`src/rtl/chunk_serial_adder.sv`:
```
// Multi-cycle add/subtract, CHUNK bits per clock, valid/ready on both sides.
// Optional saturation on signed overflow: define ADDER_SAT_EN.
module chunk_serial_adder #(
  parameter int WIDTH = 16,
  parameter int CHUNK = 4
) (
  input  logic             clk,
  input  logic             rst_n,
  input  logic             in_valid,
  output logic             in_ready,
  input  logic [WIDTH-1:0] a,
  input  logic [WIDTH-1:0] b,
  input  logic             sub,
  output logic             out_valid,
  input  logic             out_ready,
  output logic [WIDTH-1:0] sum,
  output logic             cout,
  output logic             ovf
);

  localparam int NCHUNK = WIDTH / CHUNK;
  localparam int CW = (NCHUNK > 1) ? $clog2(NCHUNK) : 1;
  localparam logic [CW-1:0] LAST = CW'(NCHUNK - 1);

  if (CHUNK < 1 || (WIDTH % CHUNK) != 0) begin : g_chunk_chk
    $error("CHUNK must divide WIDTH");
  end

  typedef enum logic [1:0] {
    IDLE,
    RUN,
    DONE
  } state_t;

  state_t           state;
  logic [WIDTH-1:0] opa;
  logic [WIDTH-1:0] opb;
  logic [WIDTH-1:0] res;
  logic [WIDTH-1:0] res_nx;
  logic [WIDTH-1:0] sum_nx;
  logic [CW-1:0]    cnt;
  logic             carry;
  logic [CHUNK:0]   part;
  logic             ovf_nx;

  assign in_ready = (state == IDLE);

  always_comb begin
    part = {1'b0, opa[cnt*CHUNK +: CHUNK]}
         + {1'b0, opb[cnt*CHUNK +: CHUNK]}
         + (CHUNK+1)'(carry);
    res_nx = res;
    res_nx[cnt*CHUNK +: CHUNK] = part[CHUNK-1:0];
    ovf_nx = (opa[WIDTH-1] == opb[WIDTH-1])
          && (res_nx[WIDTH-1] != opa[WIDTH-1]);
`ifdef ADDER_SAT_EN
    if (ovf_nx)
      sum_nx = opa[WIDTH-1] ? {1'b1, {(WIDTH-1){1'b0}}}
                            : {1'b0, {(WIDTH-1){1'b1}}};
    else
      sum_nx = res_nx;
`else
    sum_nx = res_nx;
`endif
  end

  always_ff @(posedge clk or negedge rst_n) begin
    if (!rst_n) begin
      state     <= IDLE;
      opa       <= '0;
      opb       <= '0;
      res       <= '0;
      cnt       <= '0;
      carry     <= 1'b0;
      out_valid <= 1'b0;
      sum       <= '0;
      cout      <= 1'b0;
      ovf       <= 1'b0;
    end else begin
      unique case (state)
        IDLE: begin
          if (in_valid) begin
            opa   <= a;
            opb   <= sub ? ~b : b;
            carry <= sub;
            cnt   <= '0;
            state <= RUN;
          end
        end
        RUN: begin
          res   <= res_nx;
          carry <= part[CHUNK];
          cnt   <= cnt + CW'(1);
          // results only become visible once every slice is done
          if (cnt == LAST) begin
            state     <= DONE;
            out_valid <= 1'b1;
            sum       <= sum_nx;
            cout      <= part[CHUNK];
            ovf       <= ovf_nx;
          end
        end
        DONE: begin
          if (out_ready) begin
            out_valid <= 1'b0;
            state     <= IDLE;
          end
        end
        default: state <= IDLE;
      endcase
    end
  end

endmodule

```
`config.mk`:
```
export PLATFORM = sky130hd
export DESIGN_NAME = chunk_serial_adder
export DESIGN_NICKNAME = d
export VERILOG_FILES = /design/src/rtl/chunk_serial_adder.sv
export SDC_FILE = /design/constraint.sdc
export NUM_CORES = 1
export LEC_CHECK = 0
export BUFFER_PORTS_ARGS = -buffer_cell sky130_fd_sc_hd__buf_2
export CORE_ASPECT_RATIO = 0.5
export CORE_MARGIN = 2
export CORE_UTILIZATION = 55
export DETAILED_ROUTE_END_ITERATION = 12
export PLACE_DENSITY_LB_ADDON = 0.08
export SYNTH_ARGS = -nofsm -noshare
export SYNTH_HDL_FRONTEND = slang
export SYNTH_SLANG_ARGS = --single-unit
```
`constraint.sdc`:
```
create_clock -name clk -period 4.6 [get_ports clk]
set_input_delay 0.23 -clock clk [delete_from_list [all_inputs] [get_ports clk]]
set_output_delay 0.23 -clock clk [all_outputs]
set_load 0.05 [all_outputs]
```
==> impl_metrics.py <==
metrics = {
    "run_status": {
        "result_of_the_run": "finished, final reports clean",
    },
    "drt": {
        "route.vias.total": 2511,
        "drt_pre_antenna_iters": 4,
        "via_to_cell_ratio": 5.519,
        "count_of_unresolved_drc_violations_after_routing": 0,
        "drt_first_iter_violations": 159,
        "route.detailed.wl_per_inst_um": 16.00,
        "drt-total-wl_um": 7280,
        "final_antenna_net_count": 0,
    },
    "global_routing": {
        "vias_in_the_first_global_route": 2377,
        "maximum_number_of_pins_on_one_net_before_global_route_repair": 63,
        "grt-ovfl-total": 0,
        "grt_use_total_pct": 22.86,
        "antenna_found_initial": 0,
        "grt_first_pass_wirelength_um": 11930,
    },
    "place": {
        "io_buffers": 56,
        "placed_instances": 439,
        "hpwlAfterDp_um": 5006,
        "dp_slack_ps": 1567,
        "gp_congestion": 0.8604,
    },
    "cells_and_area": {
        "seq_area_um2": 1802,
        "post_route_cells_drive_above_1_share_pct": 28.07,
        "fill_cells": 482,
        "finish.net_count": 411,
        "multi_input_comb_area_um2": 1597,
        "finish.utilization_pct": 67.12,
        "n_antenna_cell": 0,
        "area_delta_synth_final_pct": 16.63,
        "layoutNonFillerInstCount": 455,
    },
    "setup_path": {
        "critPathRequiredTime_ps": 4830,
        "worst_setup_path_end_kind": "flop",
        "reg2reg_from": "cnt[0]",
        "critPathArrivalTime_ps": 3280,
        "reg2reg_setup_slack_ps": 1550,
        "reg2reg_depth": 7,
        "criticalPathCategory": "flop to flop",
        "crit_path_max_fanout": 19,
        "critPathLaunchType": "flop",
        "reg2reg_to": "res[14]",
    },
    "synthesis": {
        "postSynthCellCount": 310,
        "synth_ff_type": "sky130_fd_sc_hd__dfrtp_1",
        "synth_edf_count": 0,
        "postSynthRegisterBits": 72,
        "yosys_warnings": 0,
        "ys_seq_area_share_pct": 51.06,
        "syn_area_um2": 3528,
        "synthesis.area_per_instance_um2": 11.38,
        "post_syn_nets": 358,
        "synth-async-reset-ratio_pct": 100.0,
        "synth_cell_types": 45,
    },
    "die": {
        "coreArea_um2": 6131,
        "floorplan.io_pins": 57,
        "die-height_um": 60.64,
        "start_util_pct": 57.55,
        "num_rows": 20,
        "dieArea_um2": 7111,
        "die_width_um": 117.3,
    },
    "timing": {
        "final.min_clock_period_ps": 3052,
        "timing.slew.headroom_pct": 17.70,
        "post-route-worst-setup-slack_ps": 1548,
        "rsz0062_at_grt": "no",
        "setup_viol": 0,
        "finClkSkew_ps": 3.212,
        "max_slew.worst_pin.slew_ps": 1233,
        "timing.fmax_ghz": 0.3277,
        "setup_tns_ps": 0,
        "final_critical_path_share_of_the_clock_period_pct": 66.35,
        "slew_violations": 0,
        "finalHoldWorstSlack_ps": 85.18,
        "hold_viol": 0,
    },
    "cts": {
        "clock_tree_from_tritoncts": "yes",
        "cts.sink_count": 72,
        "clk_path_buf_depth": 2,
        "cts_hold_buf": 1,
        "clkTransAtPathRegs_ps": 50,
        "htree_levels": 3,
        "postCtsResizedCells": 0,
        "insertion_delay_ps": 340,
        "number_of_clock_buffers_inserted_by_tritoncts": 9,
        "post-cts-setup-buffer-count": 0,
        "clk_root_buffer_cell": "sky130_fd_sc_hd__clkbuf_16",
    },
    "worst_hold_path": {
        "hold_class": "primary input to flop",
        "worstHoldPathCells": 2,
        "whs_endpoint": "state[1]",
        "hold_path.startpoint": "out_ready",
    },
    "pwr": {
        "total_leakage_power_nw": 1.862,
        "powerDensity_nw_per_um2": 870.4,
        "peakVddDrop_mv": 0.3744,
    },
    "run": {
        "drv_cap": 0,
    },
}
report_power, final:
part	internal (mW)	switching [mW]	total (mW)
combinational	0.701	1.14	1.84
clock	0.361	0.242	0.603
sequential	0.916	0.219	1.13
final cells by class:
class / instances / share of cell area (%)
timing repair buffer: 60 / 7.601
clock inverter: 1 / 0.1216
multi-input combinational: 208 / 38.80
sequential: 72 / 43.78
tap: 88 / 2.676
inverter: 12 / 1.095
clock buffer: 14 / 5.929
registers in the layout, summed over array words and instances, names as in the netlist:
signal and count:
cnt 2, sum 16, res 16, out_valid 1, cout 1, carry 1, ovf 1, state 2
opa 16, opb 16
how the worst max path moves through the flow:
| stage | cells after the start | startpoint | slack [ps] | end |
|---|---|---|---|---|
| 5_1_grt | 6 | cnt[0] | 1280 | res[11] |
| 2_1_floorplan | 8 | cnt[0] | 1960 | res[14] |
| 3_5_place_dp | 7 | cnt[0] | 1570 | res[14] |
| 6_report | 7 | cnt[0] | 1550 | res[14] |
| 3_3_place_gp | 7 | cnt[0] | 1660 | res[14] |
| 4_1_cts | 6 | cnt[0] | 1560 | res[7] |
cell families after synthesis:
family | after synthesis | synth area share (%)
XOR/XNOR | 17 | 4.220
flip-flops | 72 | 51.06
buffers and inverters | 30 | 3.865
adder cells (fa/ha/maj) | 11 | 4.326
AO/OA/AOI/OAI | 76 | 14.04
multiplexers | 26 | 10.82
AND/OR/NAND/NOR | 78 | 11.67
worst max-delay path, cell delays in order (launching register included):
cell                      delay [ps]
sky130_fd_sc_hd__dfrtp_1         880
sky130_fd_sc_hd__mux4_2          620
sky130_fd_sc_hd__fa_1            450
sky130_fd_sc_hd__inv_1            90
sky130_fd_sc_hd__fa_1            200
sky130_fd_sc_hd__xnor2_1         200
sky130_fd_sc_hd__and2_1          260
sky130_fd_sc_hd__a22o_2          240
synth_stat cells (all sizes together), types with 2 or more instances:
cell type  count  share of area, %
o31ai          3              0.64
and4bb         2              0.82
nand2         25               2.7
clkbuf         5              0.53
ha             9               3.2
o31a           2              0.50
mux4           8               5.1
a22o           8               2.1
nor3b          3              0.78
buf           13               2.1
nor3           2              0.28
a32o           7               2.0
dfrtp         72                51
inv           12               1.3
nand2b         2              0.35
nor2b         12               2.1
o21ai         17               2.4
nor2          23               2.4
mux2          17               5.4
xnor2         17               4.2
fa             2               1.1
a21oi         30               4.3
a22oi          4              0.85
stage by stage:
| stage | cell area (um^2) | power [mW] |
|---|---|---|
| final | 4115 | 3.582 |
| after detailed placement | 3856 | 2.972 |
| after floorplan | 3528 | 2.511 |
| after global placement | 3856 | 2.910 |
| after global routing | 4115 | 3.848 |
| after CTS | 4115 | 3.588 |
placed cells by master, fill, tap and decap left out, types with 3 or more instances in the layout:
| cell | n |
|---|---|
| sky130_fd_sc_hd__mux4_2 | 8 |
| sky130_fd_sc_hd__a21oi_1 | 30 |
| sky130_fd_sc_hd__a22oi_1 | 4 |
| sky130_fd_sc_hd__nor2b_1 | 12 |
| sky130_fd_sc_hd__mux2_2 | 17 |
| sky130_fd_sc_hd__o21ai_0 | 17 |
| sky130_fd_sc_hd__a32o_1 | 7 |
| sky130_fd_sc_hd__inv_1 | 12 |
| sky130_fd_sc_hd__clkbuf_1 | 5 |
| sky130_fd_sc_hd__ha_1 | 9 |
| sky130_fd_sc_hd__dfrtp_1 | 72 |
| sky130_fd_sc_hd__buf_2 | 56 |
| sky130_fd_sc_hd__xnor2_1 | 17 |
| sky130_fd_sc_hd__nor2_1 | 23 |
| sky130_fd_sc_hd__o31ai_1 | 3 |
| sky130_fd_sc_hd__clkbuf_16 | 9 |
| sky130_fd_sc_hd__buf_4 | 3 |
| sky130_fd_sc_hd__nand2_1 | 24 |
| sky130_fd_sc_hd__a22o_1 | 6 |
per-layer routing:
layer / wire [um] / vias up / GRT usage, %
met5: 0 / - / 0
met4: 108 / 0 / 7.731
met3: 409 / 13 / 7.393
met2: 3276 / 61 / 34.48
met1: 3486 / 1233 / 31.85
li1: - / 1204 / -
No activity file was read; power rests on OpenSTA's default activity.
